### src/rtl/swap_xfer_reg_file.sv
// rtl/swap_xfer_reg_file.sv - register file with SWAP/COPY/CLEAR transfer engine
// One sync write port, NUM_RD async read ports, start/busy/done engine.
module swap_xfer_reg_file #(
  parameter int ADDR_WIDTH = 7,
  parameter int DATA_WIDTH = 8,
  parameter int NUM_RD     = 2
) (
  input  logic                         clk,
  input  logic                         reset,
  input  logic                         we,
  input  logic [ADDR_WIDTH-1:0]        address_w,
  input  logic [DATA_WIDTH-1:0]        data_w,
  input  logic [NUM_RD*ADDR_WIDTH-1:0] address_r,
  output logic [NUM_RD*DATA_WIDTH-1:0] data_r,
  input  logic                         start,
  input  logic [1:0]                   op,
  input  logic [ADDR_WIDTH-1:0]        address_A,
  input  logic [ADDR_WIDTH-1:0]        address_B,
  output logic                         busy,
  output logic                         done,
  output logic                         err
);

  localparam int DEPTH = 1 << ADDR_WIDTH;
  localparam logic [1:0] OP_SWAP  = 2'b00;
  localparam logic [1:0] OP_COPY  = 2'b01;
  localparam logic [1:0] OP_CLEAR = 2'b10;

  typedef enum logic [2:0] {
    S_IDLE,
    S_RD,
    S_WA,
    S_WB,
    S_DONE
  } state_t;

  state_t                 state, state_nxt;
  logic [DATA_WIDTH-1:0]  mem [DEPTH];
  logic [DATA_WIDTH-1:0]  tmp;
  logic [ADDR_WIDTH-1:0]  a_q, b_q;
  logic [1:0]             op_q;
  logic                   accept;
  logic                   tmp_load;
  logic                   err_nxt;
  logic                   mem_we;
  logic [ADDR_WIDTH-1:0]  mem_wa;
  logic [DATA_WIDTH-1:0]  mem_wd;

  for (genvar i = 0; i < NUM_RD; i++) begin : g_rd
    assign data_r[i*DATA_WIDTH +: DATA_WIDTH] = mem[address_r[i*ADDR_WIDTH +: ADDR_WIDTH]];
  end

  assign busy = (state != S_IDLE);
  assign done = (state == S_DONE);

  always_ff @(posedge clk or negedge reset) begin
    if (!reset) begin
      state <= S_IDLE;
      tmp   <= '0;
      a_q   <= '0;
      b_q   <= '0;
      op_q  <= '0;
      err   <= 1'b0;
    end else begin
      state <= state_nxt;
      err   <= err_nxt;
      if (accept) begin
        a_q  <= address_A;
        b_q  <= address_B;
        op_q <= op;
      end
      if (tmp_load) tmp <= mem[a_q];
    end
  end

  // Single write port shared by the user (IDLE only) and the engine.
  always_ff @(posedge clk or negedge reset) begin
    if (!reset) begin
      for (int i = 0; i < DEPTH; i++) mem[i] <= '0;
    end else if (mem_we) begin
      mem[mem_wa] <= mem_wd;
    end
  end

  always_comb begin
    state_nxt = state;
    accept    = 1'b0;
    tmp_load  = 1'b0;
    err_nxt   = 1'b0;
    mem_we    = 1'b0;
    mem_wa    = address_w;
    mem_wd    = data_w;
    case (state)
      S_IDLE: begin
        mem_we = we;
        if (start) begin
          if (op == OP_SWAP || op == OP_COPY) begin
            accept    = 1'b1;
            state_nxt = (address_A == address_B) ? S_DONE : S_RD;
          end else if (op == OP_CLEAR) begin
            accept    = 1'b1;
            state_nxt = S_WA;
          end else begin
            err_nxt = 1'b1;
          end
        end
      end
      S_RD: begin
        tmp_load  = 1'b1;
        state_nxt = (op_q == OP_SWAP) ? S_WA : S_WB;
      end
      S_WA: begin
        mem_we    = 1'b1;
        mem_wa    = a_q;
        mem_wd    = (op_q == OP_CLEAR) ? '0 : mem[b_q];
        state_nxt = (op_q == OP_CLEAR) ? S_DONE : S_WB;
      end
      S_WB: begin
        mem_we    = 1'b1;
        mem_wa    = b_q;
        mem_wd    = tmp;
        state_nxt = S_DONE;
      end
      S_DONE: state_nxt = S_IDLE;
      default: state_nxt = S_IDLE;
    endcase
    // A user write attempted while the engine owns the array is dropped.
    if (state != S_IDLE && we) err_nxt = 1'b1;
  end

endmodule
### config.mk
export PLATFORM = sky130hd
export DESIGN_NAME = swap_xfer_reg_file
export DESIGN_NICKNAME = d
export VERILOG_FILES = /design/src/rtl/swap_xfer_reg_file.sv
export SDC_FILE = /design/constraint.sdc
export NUM_CORES = 2
export LEC_CHECK = 0
export CELL_PAD_IN_SITES_DETAIL_PLACEMENT = 1
export CELL_PAD_IN_SITES_GLOBAL_PLACEMENT = 2
export CORE_MARGIN = 1.5
export CORE_UTILIZATION = 45
export DETAILED_ROUTE_END_ITERATION = 16
export HOLD_SLACK_MARGIN = 0.05
export PLACE_DENSITY_LB_ADDON = 0.1
export SLEW_MARGIN = 20
export SYNTH_ARGS = -nofsm -noshare
export SYNTH_HDL_FRONTEND = slang
export SYNTH_SLANG_ARGS = --single-unit
### constraint.sdc
create_clock -name clk -period 4.98 [get_ports clk]
set_input_delay 0.747 -clock clk [delete_from_list [all_inputs] [get_ports clk]]
set_output_delay 0.747 -clock clk [all_outputs]
set_load 0.005 [all_outputs]
Word level (Yosys, flattened, before mapping)
Index checks and enable logic that the tools add are counted.
Word-level totals
  register bits: 1052
  input port bits: 49
  output and inout port bits: 19
  word-level logic and storage cells: 200
Operators by class
  $lt $le $gt $ge: 6
  eq/ne operators: 10
  muxes and demuxes: 36
  bitwise operators: 5
  reductions and logical operators: 9
Operators with widths (count)
  bitwise mux 1024 bit: 1
  binary-select mux 8 bit (select 7 bit): 4
  2-to-1 mux 8 bit: 10
  demux 8 bit (select 7 bit): 1
  >= comparator 8 bit, second input constant: 5
  NOT 7 -> 8 bit: 5
  one-hot mux 8 bit (2 select lines): 1
  2-to-1 mux 3 bit: 5
  one-hot mux 7 bit (2 select lines): 1
  one-hot mux 3 bit (4 select lines): 1
  2-to-1 mux 1 bit: 11
  less-than comparator 8 x 1 -> 1 bit, second input constant: 1
  == test 7 bit: 1
  == test 3 x 2 -> 1 bit, second input constant: 2
  == test 2 bit, second input constant: 2
  logical NOT 2 bit: 2
  == test 3 x 1 -> 1 bit, second input constant: 1
  == test 3 bit, second input constant: 1
  logical NOT 3 bit: 1
  != test 3 bit, second input constant: 1
  nonzero test 3 bit: 1
  == test 2 x 1 -> 1 bit, second input constant: 1
  logical AND 1 bit: 2
  != test 2 bit, second input constant: 1
  4 further kinds: 4

Depth between registers and ports, before layout
  depth after elaboration: 8
  mapped depth: 16
  gate-level depth less buffers: 7

Worst setup path before layout
OpenSTA, ideal clock, no wires.
  kind: input -> output
  start: input port address_r[7]
  end: output port data_r[14]
  data arrival time: 3367 ps
  required time: 4233 ps
  slack: 866 ps
  stages: 9
  path buffers: 4
  cell sequence: clkbuf_1 -> clkbuf_1 -> buf_1 -> buf_2 -> mux4_2 -> mux4_2 -> mux2i_1 -> a22oi_1 -> o21a_1
Between the ends
  longest elaborated chain between the ends: 4
RTL lines
  start: declaration: line 13  | input logic [NUM_RD*ADDR_WIDTH-1:0] address_r,
  NOT 7 -> 8 bit (implied by the code): line 50  | assign data_r[i*DATA_WIDTH +: DATA_WIDTH] = mem[address_r[i*ADDR_WIDTH +: ADDR_WIDTH]];
  binary-select mux 8 bit (select 7 bit): line 50
  2-to-1 mux 8 bit (implied by the code) (2 in series): line 50
  end: declaration: line 14  | output logic [NUM_RD*DATA_WIDTH-1:0] data_r,
No other way between the ends. The select of a mux whose other input is x is not followed.

Worst setup path in the final report
  start: input port address_r[7]
  end: output port data_r[11]
Same word-level chain as after synthesis.

==> results.py <==
metrics = {
    "logic_synthesis": {
        "yosysMostFrequentCell": "mux4_2",
        "syn_avg_cell_area_sq_um": 12.0,
        "async_flop_share_pct": 100,
        "netlist_instances": 5945,
        "synth-seq-area-share_pct": 36.8,
        "synth-seq-cells": 1052,
        "netlist_area_sq_um": 71600,
        "synth_ff_type": "dfrtp_1",
        "yosysUniqueCellTypes": 62,
        "synth_nets": 5994,
        "yosys_warnings": 0,
        "synth_area_leader_cell": "mux4_2",
        "netlist.area_leader.share_pct": 36.9,
        "synth-edff-count": 0,
        "synth.area.top_cells": "mux4_2 (37%), dfrtp_1 (37%), nand2_1 (5.8%), o21ai_0 (5.8%), mux2i_1 (2.4%)",
        "synth_common_cells": "mux4_2 (1172), nand2_1 (1114), dfrtp_1 (1052)",
    },
    "power_and_ir_drop": {
        "vdd_drop_max_v": 0.000524,
        "p_leak_uw": 0.0315,
        "power_density_nw_per_um2": 647,
    },
    "worst_setup_path": {
        "crit_chain": "buf_8, buf_12, buf_12, mux4_2, mux4_2, mux2i_1, a22oi_1, o21a_1, clkdlybuf4s50_1",
        "r2r_cells": 10,
        "worstSetupStartpointType": "input pin",
        "end_kind": "output pin",
        "r2r_setup_slack_ps": 360,
        "path_max_fanout": 16,
        "r2r_end": "mem[735]",
        "criticalPathCategory": "input pin to output pin",
        "r2r-start": "b_q[0]",
        "cp.arrival_ps": 4290,
        "worst_path_largest_cell_delay_ps": 640,
        "crit_slowest_cell": "mux2i_1",
        "required_ps": 4230,
    },
    "timing": {
        "hold_ws_ps": 544,
        "hold_viol": 0,
        "max_slew.worst_pin.slew_ps": 1200,
        "fin_ws_ps": -52.4,
        "final-max-slew-violation-count": 0,
        "setup_viol": 2,
        "max_clock_freq_ghz": 0.199,
        "rsz0062_at_grt": "no",
        "fin_crit_sh_pct": 101,
        "relSlewSlack_pct": 19.6,
        "finClkSkew_ps": 27.3,
        "period_needed_ps": 5030,
    },
    "clock_network": {
        "tritoncts.num_buffers": 132,
        "cts.clk_slew.worst_paths_ps": 50,
        "cts_max_level": 4,
        "cts_buffer_depth": 3,
        "insertion_delay_ps": 810,
        "cts_sinks": 1052,
        "cts_tree": "yes",
        "ctsRootBufferMaster": "clkbuf_16",
        "postCtsSetupBuffers": 0,
    },
    "global_routing": {
        "grt_use_total_pct": 39.3,
        "antenna_found_initial": 14,
        "overflow": 0,
        "grt_max_degree": 118,
        "grt_pass1_wl_um": 450000,
        "grt_pass1_vias": 57600,
    },
    "layout": {
        "syn_to_final_growth_pct": 12.0,
        "nets": 5898,
        "fin_area_sq_um": 80200,
        "layout-drive-gt1-share_pct": 31.8,
    },
    "routing": {
        "ant_nets": 0,
        "num_vias": 57000,
        "wl_um": 313000,
        "wl_per_cell_um": 39.0,
        "drt_pass1_iterations": 5,
        "drc_errors": 0,
        "via_per_inst": 7.11,
        "drt-initial-drc-count": 7399,
    },
    "die": {
        "die_y_um": 402,
        "die_area_sq_um": 161000,
        "start_util_pct": 45.2,
        "core.rowCount": 146,
        "ios": 68,
        "core_sq_um": 158000,
        "fp.dieW_um": 402,
    },
    "min_path": {
        "hold_end": "op_q[0]",
        "hp-class": "register to register",
        "hp-start": "op_q[0]",
        "min_path_cells": 1,
    },
    "status": {
        "violations": "negative setup slack",
        "outcome": "finished with violations",
    },
    "run": {
        "cap_violations": 0,
    },
    "placement": {
        "place_congestion": 1.01,
        "io_buffers": 67,
        "placed_cell_area_sq_um": 75600,
        "dp_hpwl_um": 223000,
    },
}
[worst max-delay path by stage]
stage,startpoint,to,slack [ps],depth (start not counted)
2_1_floorplan,address_r[7],data_r[14],870,9
3_3_place_gp,address_r[7],data_r[8],4,9
3_5_place_dp,address_r[7],data_r[8],-30,9
4_1_cts,address_r[7],data_r[12],2,11
5_1_grt,address_r[8],data_r[9],30,9
6_report,address_r[7],data_r[11],-50,9
[cell type report]
class	instances	area, sq um
fillers	16000	78000
clock inverters	38	487
repair buffers	376	4120
diodes	4	10.0
well taps	2072	2590
inverters	8	30.0
clock buffers	198	4030
multi-input cells	4279	42500
flip-flops and latches	1052	26400
[metrics by stage]
stage	utilization (%)	TNS [ps]	instances	power, uW	worst slack (ps)
finish	50.7	-79.3	8027	51800	-52.4
CTS	50.7	0	8023	51200	1.83
global placement	47.8	0	7786	40200	3.99
floorplan	-	0	5945	30100	866
global route	50.7	0	8023	53600	33.0
detailed placement	47.8	-28.6	7786	40900	-28.6
[metal layers]
layer / share of wire, % / global-route usage [%]
met1: 39 / 54.0
met2: 44 / 56.6
met3: 11 / 12.6
met4: 5.6 / 18.5
met5: 0.025 / 0.0595
[state kept, by name, indices dropped and copies added, names as in the netlist]
name	cells
mem	1024
tmp	8
op_q	2
b_q	7
err	1
state	3
a_q	7
[where the power goes]
group	total [uW]	switching [uW]	internal [uW]
registers	15700	4400	11300
logic	25900	15000	11000
clock network	10200	4140	6060
total	51800	23500	28300
[cell usage in the layout, fill, tap and decap left out, types with 11 or more instances in the layout]
master and n:
a21oi_1 168, a221oi_1 23, a22oi_1 76, and2_1 12, buf_12 89, buf_4 221
clkbuf_1 24, clkbuf_16 137, clkbuf_8 37, clkdlybuf4s50_1 56, clkinv_2 16, dfrtp_1 1042
mux2_2 40, mux2i_1 170, mux4_2 1172, nand2_1 1112, nand2b_1 11, nand3_1 29
nor2_1 329, nor2b_1 13, o211ai_1 17, o21a_1 18, o21ai_0 825, o21ai_2 100
o22ai_1 23
[kinds of logic after synthesis]
| kind of cell | after synthesis | share of synthesized area [%] |
|---|---|---|
| buffers and inverters | 614 | 4.00 |
| AND/OR/NAND/NOR | 1571 | 8.64 |
| flip-flops | 1052 | 36.8 |
| XOR/XNOR | 7 | 0.0857 |
| multiplexers | 1385 | 39.9 |
| AO/OA/AOI/OAI | 1316 | 10.6 |
[worst max-delay path, delay by kind of cell]
kind	cells	cell delay, ps
multiplexers	3	1700
buffers and inverters	4	1130
AO/OA/AOI/OAI	2	640
[what timing repair did]
item | 4_1_cts | 5_1_grt
hold endpoints to repair | 52 | 0
cloned | 0 | 0
hold buffers | 1 | 0
gates resized for setup | 1 | 3
setup endpoints to repair | 1 | 3
(Power assumes the default switching activity.)
